### config.mk
export PLATFORM = sky130hd
export DESIGN_NAME = nco_iq_demod
export DESIGN_NICKNAME = d
export VERILOG_FILES = /design/src/rtl/nco_iq_demod.sv
export SDC_FILE = /design/constraint.sdc
export NUM_CORES = 2
export LEC_CHECK = 0
export BUFFER_PORTS_ARGS = -buffer_cell sky130_fd_sc_hd__buf_2
export CAP_MARGIN = 25
export CORE_MARGIN = 2
export CORE_UTILIZATION = 35
export CTS_CLUSTER_DIAMETER = 40
export DETAILED_ROUTE_END_ITERATION = 8
export HOLD_SLACK_MARGIN = 0.08
export PLACE_DENSITY = 0.49
export SLEW_MARGIN = 20
export SYNTH_ARGS = -nofsm -noshare
export SYNTH_HDL_FRONTEND = slang
export SYNTH_SLANG_ARGS = --single-unit
### constraint.sdc
create_clock -name clk -period 24.1 [get_ports clk]
set_input_delay 1.205 -clock clk [delete_from_list [all_inputs] [get_ports clk]]
set_output_delay 1.205 -clock clk [all_outputs]
set_load 0.1 [all_outputs]
### src/rtl/nco_iq_demod.sv
// nco_iq_demod: mixes a signed ADC stream with the NCO sine/cosine,
// integrates each product over DECIM valid samples (accumulate-and-dump),
// scales and saturates the sums, and presents one {Q,I} beat per frame.
module nco_iq_demod #(
    parameter int ADC_WIDTH        = 14,
    parameter int AMPLITUDE_BITS   = 14,
    parameter int DECIM_BITS       = 16,
    parameter int ACC_WIDTH        = 48,
    parameter int OUT_WIDTH        = 32,
    parameter int AXIS_TDATA_WIDTH = 64
) (
    input  logic                        clk,
    input  logic                        rst,
    input  logic [ADC_WIDTH-1:0]        S_AXIS_ADC_TDATA,
    input  logic                        S_AXIS_ADC_TVALID,
    input  logic [AMPLITUDE_BITS-1:0]   SINE_WAVE,
    input  logic [AMPLITUDE_BITS-1:0]   COS_WAVE,
    input  logic [DECIM_BITS-1:0]       DECIM,
    input  logic [5:0]                  SHIFT,
    output logic [AXIS_TDATA_WIDTH-1:0] M_AXIS_IQ_TDATA,
    output logic                        M_AXIS_IQ_TVALID,
    input  logic                        M_AXIS_IQ_TREADY,
    output logic                        OVERFLOW,
    output logic                        SATURATED
);

    localparam int PROD_W = ADC_WIDTH + AMPLITUDE_BITS;

    // Largest and smallest values representable in an OUT_WIDTH signed word,
    // expressed at accumulator width for the clamp comparison.
    localparam logic signed [ACC_WIDTH-1:0] OUT_MAX =
        {{(ACC_WIDTH-OUT_WIDTH+1){1'b0}}, {(OUT_WIDTH-1){1'b1}}};
    localparam logic signed [ACC_WIDTH-1:0] OUT_MIN =
        {{(ACC_WIDTH-OUT_WIDTH+1){1'b1}}, {(OUT_WIDTH-1){1'b0}}};

    if (ACC_WIDTH < ADC_WIDTH + AMPLITUDE_BITS + DECIM_BITS) begin : g_acc_width_check
        $error("ACC_WIDTH cannot hold a full frame of products without wrapping");
    end
    if (ACC_WIDTH <= OUT_WIDTH) begin : g_out_width_check
        $error("ACC_WIDTH must be wider than OUT_WIDTH");
    end
    if (AXIS_TDATA_WIDTH != 2 * OUT_WIDTH) begin : g_tdata_width_check
        $error("AXIS_TDATA_WIDTH must equal 2*OUT_WIDTH");
    end

    logic signed [ADC_WIDTH-1:0]      adc_r;
    logic signed [AMPLITUDE_BITS-1:0] sin_r;
    logic signed [AMPLITUDE_BITS-1:0] cos_r;
    logic                             vld0;

    logic signed [PROD_W-1:0]         prod_i;
    logic signed [PROD_W-1:0]         prod_q;
    logic                             vld1;

    logic signed [ACC_WIDTH-1:0]      acc_i;
    logic signed [ACC_WIDTH-1:0]      acc_q;
    logic signed [ACC_WIDTH-1:0]      dump_i;
    logic signed [ACC_WIDTH-1:0]      dump_q;
    logic                             dump_vld;
    logic [DECIM_BITS-1:0]            cnt;
    logic [DECIM_BITS-1:0]            len_r;

    logic [DECIM_BITS-1:0]            decim_eff;
    logic [DECIM_BITS-1:0]            frame_len;
    logic                             last;
    logic signed [ACC_WIDTH-1:0]      sum_i;
    logic signed [ACC_WIDTH-1:0]      sum_q;

    logic signed [ACC_WIDTH-1:0]      sh_i;
    logic signed [ACC_WIDTH-1:0]      sh_q;
    logic [OUT_WIDTH-1:0]             res_i;
    logic [OUT_WIDTH-1:0]             res_q;
    logic                             clip_i;
    logic                             clip_q;

    // E0: capture ADC sample, NCO phase pair and valid.
    always_ff @(posedge clk or posedge rst) begin
        if (rst) begin
            adc_r <= '0;
            sin_r <= '0;
            cos_r <= '0;
            vld0  <= 1'b0;
        end else begin
            adc_r <= $signed(S_AXIS_ADC_TDATA);
            sin_r <= $signed(SINE_WAVE);
            cos_r <= $signed(COS_WAVE);
            vld0  <= S_AXIS_ADC_TVALID;
        end
    end

    // E1: full-precision signed mixer products.
    always_ff @(posedge clk or posedge rst) begin
        if (rst) begin
            prod_i <= '0;
            prod_q <= '0;
            vld1   <= 1'b0;
        end else begin
            prod_i <= PROD_W'(adc_r) * PROD_W'(cos_r);
            prod_q <= PROD_W'(adc_r) * PROD_W'(sin_r);
            vld1   <= vld0;
        end
    end

    // Frame length is taken from DECIM only at the first product of a frame,
    // so a DECIM change mid-frame waits for the next frame.
    always_comb begin
        decim_eff = (DECIM == '0) ? DECIM_BITS'(1) : DECIM;
        frame_len = (cnt == '0) ? decim_eff : len_r;
        last      = ({1'b0, cnt} + 1'b1) == {1'b0, frame_len};
        sum_i     = acc_i + ACC_WIDTH'(prod_i);
        sum_q     = acc_q + ACC_WIDTH'(prod_q);
    end

    // E2: accumulate valid products; on the frame's last product dump the sum and restart.
    always_ff @(posedge clk or posedge rst) begin
        if (rst) begin
            acc_i    <= '0;
            acc_q    <= '0;
            dump_i   <= '0;
            dump_q   <= '0;
            dump_vld <= 1'b0;
            cnt      <= '0;
            len_r    <= '0;
        end else begin
            dump_vld <= 1'b0;
            if (vld1) begin
                if (cnt == '0) begin
                    len_r <= decim_eff;
                end
                if (last) begin
                    cnt      <= '0;
                    acc_i    <= '0;
                    acc_q    <= '0;
                    dump_i   <= sum_i;
                    dump_q   <= sum_q;
                    dump_vld <= 1'b1;
                end else begin
                    cnt   <= cnt + 1'b1;
                    acc_i <= sum_i;
                    acc_q <= sum_q;
                end
            end
        end
    end

    // Sign-preserving scale followed by clamp to the output word range.
    always_comb begin
        sh_i   = dump_i >>> SHIFT;
        sh_q   = dump_q >>> SHIFT;
        res_i  = sh_i[OUT_WIDTH-1:0];
        res_q  = sh_q[OUT_WIDTH-1:0];
        clip_i = 1'b0;
        clip_q = 1'b0;
        if (sh_i > OUT_MAX) begin
            res_i  = OUT_MAX[OUT_WIDTH-1:0];
            clip_i = 1'b1;
        end else if (sh_i < OUT_MIN) begin
            res_i  = OUT_MIN[OUT_WIDTH-1:0];
            clip_i = 1'b1;
        end
        if (sh_q > OUT_MAX) begin
            res_q  = OUT_MAX[OUT_WIDTH-1:0];
            clip_q = 1'b1;
        end else if (sh_q < OUT_MIN) begin
            res_q  = OUT_MIN[OUT_WIDTH-1:0];
            clip_q = 1'b1;
        end
    end

    // E3: single-beat output register; a result arriving while the old beat is stalled is dropped.
    always_ff @(posedge clk or posedge rst) begin
        if (rst) begin
            M_AXIS_IQ_TDATA  <= '0;
            M_AXIS_IQ_TVALID <= 1'b0;
            OVERFLOW         <= 1'b0;
            SATURATED        <= 1'b0;
        end else begin
            if (dump_vld) begin
                if (clip_i || clip_q) begin
                    SATURATED <= 1'b1;
                end
                if (!M_AXIS_IQ_TVALID || M_AXIS_IQ_TREADY) begin
                    M_AXIS_IQ_TDATA  <= {res_q, res_i};
                    M_AXIS_IQ_TVALID <= 1'b1;
                end else begin
                    OVERFLOW <= 1'b1;
                end
            end else if (M_AXIS_IQ_TVALID && M_AXIS_IQ_TREADY) begin
                M_AXIS_IQ_TVALID <= 1'b0;
            end
        end
    end

endmodule

After elaboration in Yosys (flattened, before gate mapping)
Cells that the tools add are included.

word-level totals
  memories kept = 0
  memory bits (read-only) = 0
  memory bits (writable) = 0
  latch bits = 0
  output and inout port bits = 67
  bits in registers = 392

cells by class
  $add $sub $neg = 4
  muxes and demuxes = 18
  reduce and logical (&&, ||, !) cells = 12
  multipliers = 2
  equal/unequal tests = 2
  divide/modulo/power cells = 0
  shift-type cells = 2
  $lt $le $gt $ge = 4
  bitwise logic cells = 1

operator list
  kind                     number
  $mux W32                 4
  $add A48 B28 Y48         2
  $gt A48 B32 Y1 const B   2
  $lt A48 B32 Y1 const B   2
  $mux W48                 2
  $sshr A48 B6 Y48         2
  $mul A14 B14 Y28         2
  $mux W16                 3
  $logic_not A16 Y1        2
  $add A16 B1 Y17 const B  1
  $eq A17 B16 Y1           1
  $add A16 B1 Y16 const B  1
  $reduce_and A2 Y1        5
  $mux W1                  9
  $logic_or A1 B1 Y1       2
  $ne A2 B1 Y1 const B     1
  $reduce_bool A2 Y1       1
  $logic_and A1 B1 Y1      1
  $logic_not A1 Y1         1
  $not A1 Y1               1

Longest topological paths before layout
  depth in word-level cells = 6
  mapped depth = 27
  gate-level depth less buffers = 25

Worst setup path before layout
No wires, ideal clock.

  path kind = reg-to-reg
  from = register adc_r[6]
  to = register prod_q[25]
  path buffers = 2
  required time = 24.020 ns
  stages on the path, launching flop included = 27
  setup time = 0.080 ns
  setup slack = 17.436 ns
  arrival = 6.584 ns
  cell sequence = dfrtp_1 > clkbuf_1 > clkbuf_1 > and2_1 > fa_1 > inv_1 > fa_1 > inv_1 > fa_1 > inv_1 > fa_1 > inv_1 > fa_1 > inv_1 > fa_1 > inv_1 > ha_1 > or3_1 > a211oi_1 > o31ai_1 > a311oi_1 > o21ai_1 > o41ai_1 > o21bai_1 > a21o_1 > a21oi_1 > xnor2_1

on the way
  cells in the longest elaborated chain, start to end = 1

RTL lines
  item                    line  text
  start, declared         46    logic signed [ADC_WIDTH-1:0] adc_r;
  start signal, assigned  84    adc_r <= $signed(S_AXIS_ADC_TDATA);
  $mul A14 B14 Y28        99    prod_q <= PROD_W'(adc_r) * PROD_W'(sin_r);
  end signal, assigned    99
  end, declared           52    logic signed [PROD_W-1:0] prod_q;

No other way between the ends.
A chain may end at the register's enable or synchronous reset.

Worst setup path in the final report
  from = register sin_r[4]
  to = register prod_q[25]

on the way
  cells in the longest elaborated chain, start to end = 1

RTL lines
  item                    line  text
  start, declared         47    logic signed [AMPLITUDE_BITS-1:0] sin_r;
  start signal, assigned  85    sin_r <= $signed(SINE_WAVE);
  $mul A14 B14 Y28        99

No other way between the ends.

==> results.tsv <==
metric	value	unit
fmax	0.139	GHz
rsz0062_at_grt	no	
tns	0	ns
post_drt_wl_per_cell	17.2	microns
die_x	342	microns
fin_crit_sh	0.299	
yosys_warnings	0	
setup_viol	0	
finalHoldViolCount	0	
p_sw	0.00320	W
path_cells	and2_1 -> fa_1 -> inv_1 -> fa_1 -> inv_1 -> fa_1 -> inv_1 -> fa_1 -> inv_1 -> fa_1 -> inv_1 -> fa_1 -> inv_1 -> ha_1 -> or3_1 -> a211oi_1 -> o31ai_1 -> a311oi_1 -> o21ai_1 -> o41ai_1 -> o21bai_1 -> a21o_1 -> a21oi_1 -> xnor2_1	
finish.utilization	0.391	
p_int	0.00352	W
peakVddDrop	0.000164	V
fp-row-count	124	
drc	0	
grt_pass1_wl	171000	microns
r2r_cells	24	
post_route_cells_drive_above_1_share	0.102	
cp_max_fo	14	
drtAntennaViolNets	0	
synth_nets	5117	
diodes	0	
synth_top_area_cell	dfrtp_1	
final_area	44500	sq um
tightest_slew	0.971	ns
powerDensity	151	nW/um^2
hold_class	reg2reg	
skew	0.0418	ns
syn-cell-area	40000	sq um
yosys-top-cells-area	dfrtp_1, fa_1, ha_1, inv_1, nand2_1	
cp-start-kind	flop	
p_seq_frac	0.143	
wl	103000	microns
grtUsageTotal	0.180	
drt_iter0_markers	1951	
swShare	0.476	
cts_setup_buffers	0	
dieArea	117000	sq um
antenna_found_initial	0	
synth_edf_count	0	
htreeDepth	3	
end_kind	flop	
placed_area	41700	sq um
overflow	0	
routed_via_density	5.01	
grt_pass1_vias	31000	
syn_inst	4427	
ys_types	98	
cts_buffer_depth	3	
synth_seq_area_share	0.245	
cts_tree	done	
cp_slowest_cell	dfrtp_1	
critPathRequiredTime	24.65	ns
nets	5117	
dp_hpwl	78600	microns
finalPower	0.00672	W
cts_resized	0	
clk_pin_slew	0.05	ns
cts_root_buffer	clkbuf_16	
slew_headroom	0.353	
areaGrowthSynthToFinish	11.3	%
whs_path_depth	0	
first_pass_iters	6	
slew_viol_final	0	
p_clk_frac	0.167	
worstPathArrival	7.76	ns
synth-seq-cells	392	
vias	30100	
fp.dieH	342	microns
status	completed	
maxCapViolCount	0	
synth-async-reset-ratio	1.00	
synth_top_area_frac	0.245	
numCtsBuffers	79	
grt_max_degree	99	
finalWeightedCongestion	0.870	
crit_type	reg2reg	
core	114000	sq um
period_minus_slack	7.21	ns
start_util	0.351	
p_comb_frac	0.689	
syn_avg_cell_area	9.03	sq um
hold_buffers	0	
p_leak	21.3	nW
clock_latency	0.65	ns
clock-sinks	392	
synth-main-ff-cell	dfrtp_1	
io_pins	135	
critPathMaxStageDelay	0.55	ns
port_buffers	134	
==> worst paths after layout <==
check                              startpoint                         endpoint  slack, ns
min reg2reg                    vld0$_DFF_PP0_                   vld1$_DFF_PP0_       0.35
max reg2reg                sin_r[4]$_DFF_PP0_             prod_q[25]$_DFF_PP0_      16.89
max in group asynchronous                 rst                   vld1$_DFF_PP0_      21.15
min                            vld0$_DFF_PP0_                   vld1$_DFF_PP0_       0.35
min in group asynchronous                 rst  M_AXIS_IQ_TDATA[33]$_DFFE_PP0P_       0.66
max                        sin_r[4]$_DFF_PP0_             prod_q[25]$_DFF_PP0_      16.89
==> final cells by class <==
cell class	count	area, sq um
Inverter	564	2130
Timing Repair Buffer	170	948
Fill cell	11600	69400
Clock buffer	90	2120
Sequential cell	392	9810
Tap cell	1512	1890
Clock inverter	58	677
Multi-Input combinational cell	3220	26900
==> cell usage in the layout, fill, tap and decap left out, types with 121 or more instances in the layout <==
cell type and count:
inv_1 558, nand2_1 539, fa_1 392, dfrtp_1 391, o21ai_0 283, a21oi_1 272
ha_1 230, nor2_1 222, and2_1 214, buf_2 131, mux2i_1 121
==> power groups by stage <==
stage	Combinational (W)	Clock, W	Sequential, W
after floorplan	0.00362	0	0.000933
after CTS	0.00470	0.00116	0.000964
after global routing	0.00533	0.00119	0.000982
final	0.00463	0.00112	0.000963
after global placement	0.00464	0	0.000973
after detailed placement	0.00467	0	0.000971
==> metrics by stage <==
| step | std cells | hold WS, ns | setup slack [ns] |
|---|---|---|---|
| final | 6006 | 0.348 | 16.89 |
| after global routing | 6006 | 0.354 | 16.30 |
| after CTS | 6006 | 0.352 | 16.84 |
| after detailed placement | 5858 | 0.348 | 16.88 |
| after global placement | 5858 | 0.340 | 16.94 |
| after floorplan | 4427 | 0.331 | 12.00 |
==> layer usage <==
| metal | vias up | track usage | part of all wire |
|---|---|---|---|
| met3 | 149 | 0.0248 | 0.037 |
| met5 | - | 0 | 0 |
| met4 | 0 | 0.0421 | 0.022 |
| met2 | 568 | 0.283 | 0.45 |
| li1 | 14700 | - | - |
| met1 | 14700 | 0.261 | 0.49 |
==> worst max-delay path: cells and delay by family, from the launching register on <==
kind	cells	cell delay, ns
flip-flops	1	0.55
XOR/XNOR	1	0.15
adder cells (fa/ha/maj)	7	3.30
AO/OA/AOI/OAI	8	2.19
AND/OR/NAND/NOR	2	0.63
buffers and inverters	6	0.30
==> sequential cells by signal, indices dropped and copies added (netlist names) <==
name / count
dump_vld: 1
cnt: 16
len_r: 16
OVERFLOW: 1
prod_q: 28
adc_r: 14
cos_r: 14
M_AXIS_IQ_TVALID: 1
acc_i: 48
vld1: 1
sin_r: 14
dump_i: 48
dump_q: 48
M_AXIS_IQ_TDATA: 64
vld0: 1
acc_q: 48
prod_i: 28
SATURATED: 1
==> synthesized netlist by cell type (10+ instances only) <==
cell	instances
xnor2_1	120
o21bai_1	27
o21a_1	16
o31ai_1	22
mux4_2	42
fa_1	392
dfrtp_1	392
a31oi_1	33
clkbuf_1	170
ha_1	230
buf_1	32
o21ai_1	39
nor2b_1	26
mux2i_1	121
o21ai_0	283
nor2_1	223
inv_1	559
nor4_1	14
o211ai_1	21
nand2b_1	29
nand4_1	29
buf_2	27
o2bb2ai_1	41
mux2_2	44
xor2_1	58
and2_1	214
nand2_1	541
mux2_1	36
a21oi_1	272
buf_6	13
or3_1	10
and3_1	13
nand3_1	79
nor3_1	24
a21o_1	56
a211oi_1	41
==> kinds of logic after synthesis <==
| logic type | Yosys count | share of synthesized area |
|---|---|---|
| AND/OR/NAND/NOR | 1241 | 0.146 |
| multiplexers | 245 | 0.0776 |
| XOR/XNOR | 179 | 0.0396 |
| flip-flops | 392 | 0.245 |
| adder cells (fa/ha/maj) | 622 | 0.268 |
| AO/OA/AOI/OAI | 933 | 0.142 |
| buffers and inverters | 815 | 0.0813 |
No activity file was read; power rests on OpenSTA's default activity.
